**src/rtl/line_buf_ctrl_pkg.sv**
```systemverilog
// Shared types and helpers for the line buffer ring sequencer.
// Holds the FSM state enum and a generic one-hot rotate used for write steering.
package line_buf_ctrl_pkg;

  localparam int MAX_LINES = 32;
  localparam int IDX_W     = $clog2(MAX_LINES);

  typedef enum logic [1:0] {
    FILL    = 2'd0,
    POP     = 2'd1,
    DRAIN   = 2'd2,
    RELEASE = 2'd3
  } line_buf_ctrl_state_t;

  // Rotate the low 'lines' bits of a one-hot left by one, wrapping the top bit to bit 0.
  function automatic logic [MAX_LINES-1:0] rotlOneHot(input logic [MAX_LINES-1:0] vec,
                                                      input int lines);
    logic [MAX_LINES-1:0] res;
    res = '0;
    for (int i = 0; i < MAX_LINES; i++) begin
      if (i < lines) begin
        res[IDX_W'((i + 1) % lines)] = vec[IDX_W'(i)];
      end
    end
    return res;
  endfunction

endpackage

```
**src/rtl/line_buf_ctrl_if.sv**
```systemverilog
// Handshake bundle between the line buffer glue (master) and line_buf_ctrl (slave).
// The master drives the buffer status/strobes; the slave drives steering and control pulses.
interface line_buf_ctrl_if #(
  parameter int LINES_CNT = 3,
  parameter int CNT_WIDTH = 16
);

  localparam int OLD_W = $clog2(LINES_CNT);

  logic                 sof_i;
  logic                 in_eol_i;
  logic [LINES_CNT-1:0] empty_i;
  logic [LINES_CNT-1:0] unread_i;
  logic                 out_eol_i;
  logic [LINES_CNT-1:0] wr_sel_o;
  logic [LINES_CNT-1:0] pop_o;
  logic [LINES_CNT-1:0] flush_o;
  logic [OLD_W-1:0]     oldest_o;
  logic                 busy_o;
  logic [CNT_WIDTH-1:0] win_cnt_o;

  modport master (
    output sof_i, in_eol_i, empty_i, unread_i, out_eol_i,
    input  wr_sel_o, pop_o, flush_o, oldest_o, busy_o, win_cnt_o
  );

  modport slave (
    input  sof_i, in_eol_i, empty_i, unread_i, out_eol_i,
    output wr_sel_o, pop_o, flush_o, oldest_o, busy_o, win_cnt_o
  );

endinterface

```
**src/rtl/line_buf_ctrl.sv**
```systemverilog
// Sliding-window sequencer for a ring of LINES_CNT line buffers: steer, pop a window, release oldest.
// Window counter is built only when LINE_BUF_CTRL_WIN_CNT_EN is defined; otherwise win_cnt_o is 0.
module line_buf_ctrl
  import line_buf_ctrl_pkg::*;
#(
  parameter int LINES_CNT = 3,
  parameter int CNT_WIDTH = 16
) (
  input  logic               clk_i,
  input  logic               rst_n_i,
  line_buf_ctrl_if.slave     bus
);

  localparam int OLD_W = $clog2(LINES_CNT);

  line_buf_ctrl_state_t r_state, w_stateNext;
  logic [LINES_CNT-1:0] r_wrSel, w_wrSelNext, w_wrSelBase;
  logic [LINES_CNT-1:0] r_pop, w_popNext;
  logic [LINES_CNT-1:0] r_flush, w_flushNext;
  logic [OLD_W-1:0]     r_oldest, w_oldestNext, w_oldestInc;
  logic                 r_busy, w_busyNext;
  logic                 w_trigger;

  assign w_trigger   = (&(~bus.empty_i)) && (|bus.unread_i);
  assign w_oldestInc = (r_oldest == OLD_W'(LINES_CNT - 1)) ? '0 : r_oldest + 1'b1;

  // SOF restarts steering at buffer 0 before any same-cycle end-of-line rotation.
  assign w_wrSelBase = bus.sof_i ? LINES_CNT'(1) : r_wrSel;
  assign w_wrSelNext = bus.in_eol_i
                     ? LINES_CNT'(rotlOneHot(MAX_LINES'(w_wrSelBase), LINES_CNT))
                     : w_wrSelBase;

  always_comb begin
    w_stateNext  = r_state;
    w_popNext    = '0;
    w_flushNext  = '0;
    w_oldestNext = r_oldest;
    case (r_state)
      FILL: begin
        if (w_trigger) begin
          w_stateNext = POP;
          w_popNext   = '1;
        end
      end
      POP: begin
        w_stateNext = DRAIN;
      end
      DRAIN: begin
        if (bus.out_eol_i) begin
          w_stateNext = RELEASE;
          w_flushNext = LINES_CNT'(1) << r_oldest;
        end
      end
      RELEASE: begin
        w_stateNext  = FILL;
        w_oldestNext = w_oldestInc;
      end
      default: begin
        w_stateNext = FILL;
      end
    endcase
    if (bus.sof_i) begin
      w_stateNext  = FILL;
      w_popNext    = '0;
      w_flushNext  = '0;
      w_oldestNext = '0;
    end
  end

  assign w_busyNext = (w_stateNext != FILL);

  always_ff @(posedge clk_i or negedge rst_n_i) begin
    if (!rst_n_i) begin
      r_state  <= FILL;
      r_wrSel  <= LINES_CNT'(1);
      r_pop    <= '0;
      r_flush  <= '0;
      r_oldest <= '0;
      r_busy   <= 1'b0;
    end else begin
      r_state  <= w_stateNext;
      r_wrSel  <= w_wrSelNext;
      r_pop    <= w_popNext;
      r_flush  <= w_flushNext;
      r_oldest <= w_oldestNext;
      r_busy   <= w_busyNext;
    end
  end

`ifdef LINE_BUF_CTRL_WIN_CNT_EN
  logic [CNT_WIDTH-1:0] r_winCnt;

  // Counts completed windows since SOF; holds at all ones instead of wrapping.
  always_ff @(posedge clk_i or negedge rst_n_i) begin
    if (!rst_n_i) begin
      r_winCnt <= '0;
    end else if (bus.sof_i) begin
      r_winCnt <= '0;
    end else if ((r_state == RELEASE) && (r_winCnt != '1)) begin
      r_winCnt <= r_winCnt + 1'b1;
    end
  end

  assign bus.win_cnt_o = r_winCnt;
`else
  assign bus.win_cnt_o = {CNT_WIDTH{1'b0}};
`endif

  assign bus.wr_sel_o = r_wrSel;
  assign bus.pop_o    = r_pop;
  assign bus.flush_o  = r_flush;
  assign bus.oldest_o = r_oldest;
  assign bus.busy_o   = r_busy;

endmodule

```
**src/flat_wrapper.sv**
```systemverilog
// flat-port wrapper written by rule: the top's interface ports become plain ports
module line_buf_ctrl_flat import line_buf_ctrl_pkg::*;
#(
  parameter int LINES_CNT = 3,
  parameter int CNT_WIDTH = 16
)
  (clk_i, rst_n_i, bus_sof_i, bus_in_eol_i, bus_empty_i, bus_unread_i, bus_out_eol_i, bus_wr_sel_o, bus_pop_o, bus_flush_o, bus_oldest_o, bus_busy_o, bus_win_cnt_o);
  line_buf_ctrl_if #(.LINES_CNT(LINES_CNT), .CNT_WIDTH(CNT_WIDTH)) bus_i ();
  input  logic clk_i;
  input  logic rst_n_i;
  input wire logic [$bits(bus_i.sof_i)-1:0] bus_sof_i;
  input wire logic [$bits(bus_i.in_eol_i)-1:0] bus_in_eol_i;
  input wire logic [$bits(bus_i.empty_i)-1:0] bus_empty_i;
  input wire logic [$bits(bus_i.unread_i)-1:0] bus_unread_i;
  input wire logic [$bits(bus_i.out_eol_i)-1:0] bus_out_eol_i;
  output wire logic [$bits(bus_i.wr_sel_o)-1:0] bus_wr_sel_o;
  output wire logic [$bits(bus_i.pop_o)-1:0] bus_pop_o;
  output wire logic [$bits(bus_i.flush_o)-1:0] bus_flush_o;
  output wire logic [$bits(bus_i.oldest_o)-1:0] bus_oldest_o;
  output wire logic [$bits(bus_i.busy_o)-1:0] bus_busy_o;
  output wire logic [$bits(bus_i.win_cnt_o)-1:0] bus_win_cnt_o;
  assign bus_i.sof_i = bus_sof_i;
  assign bus_i.in_eol_i = bus_in_eol_i;
  assign bus_i.empty_i = bus_empty_i;
  assign bus_i.unread_i = bus_unread_i;
  assign bus_i.out_eol_i = bus_out_eol_i;
  assign bus_wr_sel_o = bus_i.wr_sel_o;
  assign bus_pop_o = bus_i.pop_o;
  assign bus_flush_o = bus_i.flush_o;
  assign bus_oldest_o = bus_i.oldest_o;
  assign bus_busy_o = bus_i.busy_o;
  assign bus_win_cnt_o = bus_i.win_cnt_o;
  line_buf_ctrl #(.LINES_CNT(LINES_CNT), .CNT_WIDTH(CNT_WIDTH)) u_core (.clk_i(clk_i), .rst_n_i(rst_n_i), .bus(bus_i));
endmodule
```
**config.mk**
```make
export PLATFORM = sky130hd
export DESIGN_NAME = line_buf_ctrl_flat
export DESIGN_NICKNAME = d
export VERILOG_FILES = /design/src/rtl/line_buf_ctrl_pkg.sv /design/src/rtl/line_buf_ctrl_if.sv /design/src/rtl/line_buf_ctrl.sv /design/src/flat_wrapper.sv
export SDC_FILE = /design/constraint.sdc
export NUM_CORES = 1
export LEC_CHECK = 0
export ABC_AREA = 1
export BUFFER_PORTS_ARGS = -buffer_cell sky130_fd_sc_hd__buf_2
export CORE_UTILIZATION = 38
export CTS_BUF_LIST = sky130_fd_sc_hd__clkbuf_16
export CTS_CLUSTER_DIAMETER = 30
export DETAILED_ROUTE_END_ITERATION = 10
export PLACE_DENSITY = 0.73
export REMOVE_ABC_BUFFERS = 1
export SLEW_MARGIN = 10
export SYNTH_ARGS = -nofsm -noshare
export SYNTH_HDL_FRONTEND = slang
export SYNTH_SLANG_ARGS = --single-unit
```
**constraint.sdc**
```tcl
create_clock -name clk_i -period 1.2 [get_ports clk_i]
set_input_delay 0.18 -clock clk_i [delete_from_list [all_inputs] [get_ports clk_i]]
set_output_delay 0.18 -clock clk_i [all_outputs]
set_load 0.02 [all_outputs]
```
Word level (Yosys, flattened, before mapping)
Index checks and enable logic that the tools add are counted. Widths: inputs -> output; s select.

Register bits after elaboration: 14. Output and inout port bits: 28.

Add/subtract/negate cells: 1. Equal/unequal tests: 4. Shift operators: 1. Mux-type cells: 15. Bitwise logic cells: 1. Reductions and logical operators: 6.

Operators with widths (count): $mux 3 (8); $mux 2 (6); $pmux 2 s4 (1); $eq 2x2->1 const B (3); $reduce_bool 2->1 (2); $not 3->3 (1); $reduce_and 3->1 (1); $reduce_or 3->1 (1); $shl 1x2->3 const A (1); $add 2x1->2 const B (1); $eq 2x1->1 const B (1); $logic_not 2->1 (1); $logic_and 1x1->1 (1).

Depth between registers and ports, before layout
Gate-level depths: netlist (run 1).

Depth in word-level cells: 7. Gate-level depth with buffers: 8. Mapped depth without buffers: 8.

Worst setup path after synthesis (run 1)
Ideal clock, no wire load.

Path type: register to register. Start point: register u_core.r_state[0]. End point: register u_core.r_busy, in the netlist u_core.bus.busy_o. Library setup time: 0.116 ns. Arrival: 0.998 ns. Data required time: 1.084 ns. Path slack: 0.087 ns. Stages on the path, launching flop included: 9. Cells stage by stage: dfrtp_1 inv_1 ha_1 nand2_1 nand3_1 nand2_1 inv_1 nand2_2 nand2_2.

Word-level cells in the longest chain between the ends: 4.

RTL lines: from (decl) (line line_buf_ctrl.sv:16) `line_buf_ctrl_state_t r_state, w_stateNext;`; from (signal assigned) (line line_buf_ctrl.sv:81) `r_state <= w_stateNext;`; $eq 2x2->1, or another cell as far along (line line_buf_ctrl.sv:38) `case (r_state)`; $pmux 2 s4 * (line line_buf_ctrl.sv:38); $mux 2 * (line line_buf_ctrl.sv:62) `if (bus.sof_i) begin`; $reduce_bool 2->1 * (line line_buf_ctrl.sv:70) `assign w_busyNext = (w_stateNext != FILL);`; via u_core.w_busyNext (line line_buf_ctrl.sv:21) `logic r_busy, w_busyNext;`; to (signal assigned) (line line_buf_ctrl.sv:86) `r_busy <= w_busyNext;`; to (decl) (line line_buf_ctrl.sv:21).

Mark *: on every way through the listed nets, which the timed path passes. The rest lies on a longest branch. A chain may end at the register's enable or synchronous reset.

Worst setup path after layout (run 1)
Start point: register u_core.r_wrSel[0], in the netlist u_core.bus.wr_sel_o[0]. End point: output port bus_wr_sel_o[0].

RTL lines: from (decl) (line line_buf_ctrl.sv:17) `logic [LINES_CNT-1:0] r_wrSel, w_wrSelNext, w_wrSelBase;`; from (signal assigned) (line line_buf_ctrl.sv:82) `r_wrSel <= w_wrSelNext;`; to (decl) (line flat_wrapper.sv:16) `output wire logic [$bits(bus_i.wr_sel_o)-1:0] bus_wr_sel_o;`.

No word-level cell between the ends.

==> impl_metrics.ini, run 1 <==
[outcome]
status = completed

[placed_design]
dpl_cell_area_sq_um = 756
portBuffers = 22
place_congestion = 0.787
dp_hpwl_um = 824

[power]
irDropWorstVdd_mv = 1.39
seqPwrFrac_pct = 32.0
powerDensity_nw_per_um2 = 1940
total_power_uw = 1650
p_switching_uw = 543
swShare_pct = 32.8
p_leak_uw = 0.000517
internal_power_uw = 1110
clockPowerShare_pct = 36.0
pwr-share-comb_pct = 32.0

[grt]
overflow = 0
grt_max_degree = 13
antenna_found_initial = 0
grt_use_total_pct = 12.7
grt_first_pass_wirelength_mm = 1.73
grt_pass1_vias = 453

[synthesis]
syn_area_sq_um = 687
synth_seq_cells = 12
synth_top_area_share_pct = 40.1
synthCells = 82
ys_warn_count = 0
syn_avg_cell_area_sq_um = 8.38
ys_seq_area_share_pct = 43.9
synthDistinctLibCells = 14
synth_area_leader_cell = dfrtp_1
yosys-top-cells-area = dfrtp_1, buf_4, ha_1

[critical_path]
path_buf_inv = 1
crit_arrival_ns = 0.91
critPathRequiredTime_ns = 1.02
crit_chain = buf_2
cpLargestDelayFamily = flip-flops
max_stage_delay_ns = 0.52
path_class = reg2out
cp-start-kind = flop
slowest_stage = dfstp_2
end_kind = primary output
cp_max_fo = 2

[detailed_routing]
drc_errors = 0
routed.top_layer = met4
wl_met3_um = 129
drt_iter0_markers = 2
met2_wirelength_um = 492
drtAntennaViolNets = 0
routed-via-count = 513
drtPass1Iterations = 2
wl_per_cell_um = 8.13
wl_met1_um = 434
routed_via_density = 3.92
drt_wl_total_mm = 1.07

[timing]
rsz0062_at_grt = false
fin_crit_sh_pct = 90.4
maxSlewViolCount = 0
min_period_ns = 1.09
fmax_mhz = 921
finalSetupViolations = 0
final-hold-violation-count = 0
fin_setup_tns_ns = 0
finClkSkew_ns = 0.00124

[floorplanning]
core_area_sq_um = 1590
start_util_pct = 43.1
io_pins = 39
die_width_um = 44.5
die_area_sq_um = 1980
die_height_um = 44.5
fp-row-count = 14

[final_layout]
diodes = 0
finalInstanceArea_sq_um = 852
nNetsFinal = 123
syn2layout_area_growth_pct = 24.0
drive_gt1_share_pct = 30.8

[cts]
clock-sinks = 12
cts_root_buffer = clkbuf_16
post_cts_buffers = 0
cts_htree_levels = 1
cts_tree = done
numCtsBuffers = 3
clk_path_buf_depth = 2
clock_latency_ns = 0.24
cts.clk_slew.worst_paths_ns = 0.04

[flow_run]
maxCapViolations = 0

[min_path]
hold_path.class = in2reg
cell usage after synthesis (all sizes together):
cell	n
buf	18
nand2	15
inv	12
dfrtp	11
nor2	9
nand3	6
ha	4
o21ai	4
conb	1
dfstp	1
nor4	1
path summary, 6_finish.rpt:
path	end	depth (start not counted)	slack, ns	start
max in group asynchronous	u_core.bus.wr_sel_o[0]	2	0.58	rst_n_i
setup reg to reg	u_core.bus.busy_o	8	0.13	u_core.r_state[0]
hold reg to reg	u_core.bus.flush_o[2]	1	0.52	u_core.bus.oldest_o[0]
min in group asynchronous	u_core.bus.flush_o[0]	2	0.35	rst_n_i
setup / recovery	bus_wr_sel_o[0]	1	0.11	u_core.bus.wr_sel_o[0]
hold / removal	u_core.bus.wr_sel_o[0]	2	0.15	bus_in_eol_i
power groups by stage:
stage	logic, uW	registers [uW]	clock network, uW
floorplan	301	597	0
global placement	507	533	0
detailed placement	526	535	0
CTS	530	530	604
global route	620	538	628
finish	530	529	595
layer usage:
layer	vias to the layer above	track usage [%]
met3	2	7.35
met1	217	12.2
met2	33	22.9
li1	261	-
met4	0	3.64
met5	-	0
registers in the layout, summed over array words and instances, names as in the netlist:
signal               flops
u_core.bus.busy_o        1
u_core.bus.oldest_o      2
u_core.bus.wr_sel_o      3
u_core.bus.flush_o       3
u_core.bus.pop_o         1
u_core.r_state           2
logic make-up (layout without fill, tap and decap cells):
group                    count (synthesis)  in the layout  synth area share (%)
AO/OA/AOI/OAI                            4              4                  2.91
adder cells (fa/ha/maj)                  4              4                  7.29
buffers and inverters                   30             40                  26.2
flip-flops                              12             12                  43.9
other                                    1             16                 0.546
AND/OR/NAND/NOR                         31             31                  19.1
per-stage QoR:
stage	utilization (%)	hold WS [ns]	setup slack, ns	std cells
after floorplan	-	-0.116	0.0867	79
after global placement	47.4	0.0645	0.0938	126
after detailed placement	47.4	0.0725	0.0655	126
after CTS	53.0	0.145	0.0582	131
after global routing	53.5	0.162	0.00142	131
final	53.5	0.148	0.115	131
layout by cell type, fill, tap and decap left out:
cell type      synthesis  layout
buf_2                  0      22
buf_4                 18       1
clkbuf_16              0       3
conb_1                 1      16
dfrtp_1               11      11
dfstp_2                1       1
dlygate4sd3_1          0       1
ha_1                   4       3
ha_2                   0       1
inv_1                 11      12
inv_2                  1       1
nand2_1               13      12
nand2_2                2       3
nand3_1                6       6
nor2_1                 9       8
nor2_2                 0       1
nor4_1                 1       1
o21ai_0                2       2
o21ai_1                2       2
cell type report:
type / instances / area, sq um
Fill cell: 157 / 742
Tap cell: 24 / 30.0
Sequential cell: 12 / 302
Inverter: 12 / 45.0
Multi-Input combinational cell: 55 / 269
Clock inverter: 1 / 3.75
Clock buffer: 3 / 75.1
Timing Repair Buffer: 24 / 128
what timing repair did:
item                       CTS  global route
resized for setup            0             3
hold endpoints to repair    11             0
hold buffers                 1             0
setup endpoints to repair    0             3
Power figures use the tool's default switching activity.
==> inputs of run 2 (changes only) <==
--- a/config.mk
+++ b/config.mk
@@ -7,12 +7,13 @@
 export LEC_CHECK = 0
 export ABC_AREA = 1
 export BUFFER_PORTS_ARGS = -buffer_cell sky130_fd_sc_hd__buf_2
-export CORE_UTILIZATION = 38
+export CELL_PAD_IN_SITES_DETAIL_PLACEMENT = 1
+export CELL_PAD_IN_SITES_GLOBAL_PLACEMENT = 2
+export CORE_UTILIZATION = 20
 export CTS_BUF_LIST = sky130_fd_sc_hd__clkbuf_16
 export CTS_CLUSTER_DIAMETER = 30
 export DETAILED_ROUTE_END_ITERATION = 10
-export PLACE_DENSITY = 0.73
-export REMOVE_ABC_BUFFERS = 1
+export PLACE_DENSITY_LB_ADDON = 0.1
 export SLEW_MARGIN = 10
 export SYNTH_ARGS = -nofsm -noshare
 export SYNTH_HDL_FRONTEND = slang
==> impl_metrics.ini, run 2 (synthesis results as in run 1) <==
[final_layout]
final_common_cell = buf_2
syn2layout_area_growth_pct = 28.8
drive_gt1_share_pct = 32.4
final_util_pct = 28.1
nNetsFinal = 124
mostFrequentLayoutCells = buf_2, conb_1, nand2_1
diodes = 0

[critical_path]
cp_max_fo = 3
max_stage_delay_ns = 0.38
critPathRequiredTime_ns = 1.38
path_class = reg2reg
crit_chain = inv_1, ha_2, nand2_1, nand3_1, nand2_1, inv_1, nand2_2, nand2_2
cp-start-kind = flop
crit_arrival_ns = 1.28
end_kind = flop
slowest_stage = dfrtp_1

[outcome]
status = completed

[power]
seqPwrFrac_pct = 31.8
powerDensity_nw_per_um2 = 1920
pwr-share-comb_pct = 32.9
swShare_pct = 33.8
internal_power_uw = 1120
irDropWorstVdd_mv = 0.746
p_switching_uw = 572
p_leak_uw = 0.000522
clockPowerShare_pct = 35.4

[grt]
grt_max_degree = 13
grt_pass1_vias = 535
grt_first_pass_wirelength_mm = 2.37
overflow = 0
antenna_found_initial = 0
grt_use_total_pct = 8.98

[cts]
clock_latency_ns = 0.24
cts_htree_levels = 1
cts.clk_slew.worst_paths_ns = 0.04
clk_path_buf_depth = 2
cts_root_buffer = clkbuf_16
clock-sinks = 12
cts_tree = done
numCtsBuffers = 3

[detailed_routing]
drtPass1Iterations = 2
drc_errors = 0
routed-via-count = 538
routed_via_density = 3.54
drt_iter0_markers = 4
wl_per_cell_um = 9.16
drtAntennaViolNets = 0
drt_wl_total_mm = 1.39

[placed_design]
place_congestion = 0.722
portBuffers = 22
dp_hpwl_mm = 1.09

[floorplanning]
die_width_um = 60.6
start_util_pct = 21.8
io_pins = 39
core_area_sq_um = 3150
fp-row-count = 20
die_area_sq_um = 3670
die_height_um = 60.6

[min_path]
hold_path.class = in2reg

[timing]
maxSlewViolCount = 0
finClkSkew_ns = 0.000445
rsz0062_at_grt = true
final-hold-violation-count = 0
finalSetupViolations = 0
min_period_ns = 1.11
fmax_mhz = 903
fin_crit_sh_pct = 92.3
fin_setup_tns_ns = 0

[flow_run]
maxCapViolations = 0
[run 2: cell count changes in the layout (fill, tap and decap cells not counted), sizes merged]
cell	delta
buf	+1
[run 2: final cells by class]
class	instances	area, sq um
fillers	401	2270
flip-flops and latches	12	302
multi-input cells	55	269
repair buffers	25	135
clock buffers	3	75.1
well taps	44	55.1
inverters	12	45.0
clock inverters	1	3.75
[run 2: worst paths after layout]
kind / startpoint / to / slack, ns / cells past startpoint
min in group asynchronous: rst_n_i / u_core.bus.pop_o[1] / 0.37 / 2
max in group asynchronous: rst_n_i / u_core.bus.wr_sel_o[0] / 0.55 / 2
setup reg to reg: u_core.r_state[0] / u_core.bus.busy_o / 0.09 / 8
setup / recovery: u_core.r_state[0] / u_core.bus.busy_o / 0.09 / 8
hold / removal: bus_in_eol_i / u_core.bus.wr_sel_o[0] / 0.15 / 2
hold reg to reg: u_core.bus.oldest_o[0] / u_core.bus.flush_o[2] / 0.52 / 1
[run 2: what timing repair did]
| action | in CTS | in global routing |
|---|---|---|
| setup buffers | 1 | 0 |
| cloned | 0 | 0 |
| hold buffers | 1 | 0 |
| gates resized for setup | 0 | 4 |
| endpoints found under the setup margin | 2 | 4 |
| endpoints found under the hold margin | 11 | 0 |
[run 2: power by group through the flow]
stage / logic, uW / clock network [uW] / registers [uW]
2_1_floorplan: 352 / 0 / 592
3_5_place_dp: 513 / 0 / 546
5_1_grt: 645 / 641 / 551
3_3_place_gp: 516 / 0 / 547
6_report: 557 / 600 / 538
4_1_cts: 555 / 618 / 534
[run 2: metal layers]
metal / wire, um / global-route usage (%) / vias up
met2: 667 / 15.1 / 24
met1: 596 / 10.2 / 247
met5: 0 / 0 / -
met4: 8 / 2.92 / 0
met3: 120 / 4.05 / 2
li1: - / - / 265
[run 2: through the flow]
stage               worst slack, ns  instances  area [sq um]  total power, uW  hold slack, ns
floorplan                    0.0867         97           743              944          -0.116
global placement             0.0378        146           781             1060          0.0803
detailed placement          -0.0169        146           781             1060          0.0834
CTS                          0.0358        152           877             1710           0.151
global route               -0.00720        152           885             1840           0.160
finish                       0.0928        152           885             1690           0.154
[run 2: critical path, delay by kind of cell, from the launching register on]
kind	cells	cell delay, ns
flip-flops	1	0.38
AND/OR/NAND/NOR	5	0.29
adder cells (fa/ha/maj)	1	0.20
buffers and inverters	2	0.18
==> inputs of run 3 (changes only) <==
--- a/config.mk
+++ b/config.mk
@@ -5,15 +5,17 @@
 export SDC_FILE = /design/constraint.sdc
 export NUM_CORES = 1
 export LEC_CHECK = 0
-export ABC_AREA = 1
+export ABC_AREA = 0
 export BUFFER_PORTS_ARGS = -buffer_cell sky130_fd_sc_hd__buf_2
 export CELL_PAD_IN_SITES_DETAIL_PLACEMENT = 1
 export CELL_PAD_IN_SITES_GLOBAL_PLACEMENT = 2
-export CORE_UTILIZATION = 20
+export CORE_ASPECT_RATIO = 0.7
+export CORE_UTILIZATION = 21
 export CTS_BUF_LIST = sky130_fd_sc_hd__clkbuf_16
 export CTS_CLUSTER_DIAMETER = 30
 export DETAILED_ROUTE_END_ITERATION = 10
 export PLACE_DENSITY_LB_ADDON = 0.1
+export RECOVER_POWER = 50
 export SLEW_MARGIN = 10
 export SYNTH_ARGS = -nofsm -noshare
 export SYNTH_HDL_FRONTEND = slang
==> impl_metrics.ini, run 3 <==
[outcome]
status = completed

[grt]
grt_pass1_vias = 482
antenna_found_initial = 0
overflow = 0
grt_use_total_pct = 8.62
grt_max_degree = 13
use_met2_pct = 13.4
grt.busiest_layer = met2
grt_util_met3_pct = 5.17
use_met1_pct = 10.2
grt_first_pass_wirelength_mm = 2.21

[floorplanning]
core_area_sq_um = 2920
start_util_pct = 23.1
die_height_um = 49.4
die_width_um = 69.7
die_area_sq_um = 3450
fp-row-count = 16
io_pins = 39

[critical_path]
crit_chain = inv_2, ha_4, o31ai_1, a21oi_1
slowest_stage = dfrtp_1
crit_arrival_ns = 1.27
cp-start-kind = flop
cpLargestDelayFamily = flip-flops
max_stage_delay_ns = 0.39
cp_max_fo = 4
critPathRequiredTime_ns = 1.32
path_class = reg2reg
path_buf_inv = 1
end_kind = flop

[detailed_routing]
routed_via_density = 3.91
wl_per_cell_um = 10.2
drt_wl_total_mm = 1.29
drt_iter0_markers = 20
drtAntennaViolNets = 0
drc_errors = 0
routed-via-count = 496
drtPass1Iterations = 2

[synthesis]
synth_edf_count = 0
synthArstFlopShare_pct = 100
yosys-top-cells-area = dfrtp_1, buf_4, ha_1
synthDistinctLibCells = 21
ys_warn_count = 0
ys_seq_area_share_pct = 44.7
syn_area_sq_um = 674
synth_area_leader_cell = dfrtp_1
synth_seq_cells = 12
yosysMostFrequentCell = buf_4
synth_top_area_share_pct = 40.8
synthTopCellsByCount = buf_4, dfrtp_1, a21oi_1
synth_ff_type = dfrtp_1
syn_avg_cell_area_sq_um = 10.2
synthCells = 66

[power]
clockPowerShare_pct = 36.0
swShare_pct = 31.0
p_switching_uw = 519
powerDensity_nw_per_um2 = 1890
p_leak_uw = 0.000445
pwr-share-comb_pct = 32.9
total_power_uw = 1670
irDropWorstVdd_mv = 0.513
seqPwrFrac_pct = 31.1
internal_power_uw = 1150

[timing]
finClkSkew_ns = 0.00426
fmax_mhz = 870
fin_ws_ns = 0.0506
rsz0062_at_grt = true
final-hold-violation-count = 0
finalSetupViolations = 0
tightest_slew_ns = 0.689
relSlewSlack_pct = 54.1
fin_crit_sh_pct = 95.8
min_period_ns = 1.15
whs_ns = 0.179
fin_setup_tns_ns = 0
maxSlewViolCount = 0

[final_layout]
mostFrequentLayoutCells = buf_2, conb_1, dfrtp_1
final_common_cell = buf_2
diodes = 0
drive_gt1_share_pct = 37.4
syn2layout_area_growth_pct = 31.4
nNetsFinal = 107

[placed_design]
place_congestion = 0.659
dp_slack_ns = -0.0561
dp_hpwl_mm = 1.02
portBuffers = 22

[cts]
clock_latency_ns = 0.24
cts.clk_slew.worst_paths_ns = 0.04
clock-sinks = 12
numCtsBuffers = 3
cts_htree_levels = 1
clk_path_buf_depth = 2
cts_root_buffer = clkbuf_16
post_cts_buffers = 0
cts_tree = done

[min_path]
hold_path.class = in2reg

[flow_run]
maxCapViolations = 0
==> run 3: path summary, 6_finish.rpt <==
path / slack (ns) / to / startpoint / cells past startpoint
max: 0.05 / u_core.bus.busy_o / u_core.r_state[0] / 4
min: 0.18 / u_core.bus.wr_sel_o[1] / bus_in_eol_i / 2
max reg2reg: 0.05 / u_core.bus.busy_o / u_core.r_state[0] / 4
min reg2reg: 0.54 / u_core.bus.wr_sel_o[2] / u_core.bus.wr_sel_o[2] / 2
max in group asynchronous: 0.26 / u_core.bus.wr_sel_o[2] / rst_n_i / 2
min in group asynchronous: 0.50 / u_core.bus.pop_o[1] / rst_n_i / 2
==> run 3: cell families (layout without fill, tap and decap cells) <==
family / Yosys count / after routing / share of synthesized area [%]
buf+inv: 22 / 32 / 22.3
simple gates: 16 / 16 / 15.2
flops: 12 / 12 / 44.7
compound gates: 10 / 10 / 8.35
fa+ha+maj: 4 / 4 / 7.42
other cells: 1 / 16 / 0.556
mux: 1 / 1 / 1.48
==> run 3: power groups by stage <==
stage	combinational [uW]	sequential, uW	clock, uW
after floorplan	310	554	0
after global routing	603	531	657
after CTS	546	507	627
after detailed placement	469	510	0
final	551	520	602
after global placement	464	511	0
==> run 3: timing repair <==
action / in CTS / in global routing
endpoints found under the setup margin: 1 / 2
hold buffers: 1 / 0
hold endpoints to repair: 11 / 0
gates resized for setup: 3 / 6
pin swaps: 0 / 1
==> run 3: stage by stage <==
step / instances / area, sq um / util, %
detailed placement: 122 / 758 / 25.9
global placement: 122 / 758 / 25.9
floorplan: 81 / 731 / -
finish: 127 / 886 / 30.3
global route: 127 / 886 / 30.3
CTS: 127 / 865 / 29.6
==> run 3: layout make-up <==
type | count | area (sq um)
multi-input combinational | 47 | 317
tap | 36 | 45.0
sequential | 12 | 302
fill | 347 | 2040
clock buffer | 3 | 75.1
timing repair buffer | 24 | 129
clock inverter | 1 | 3.75
inverter | 4 | 15.0
==> run 3: routing by layer <==
metal / up-vias / part of all wire [%]
met5: - / 0
met4: 0 / 0
met3: 0 / 9.8
met2: 24 / 44
met1: 234 / 46
li1: 238 / -
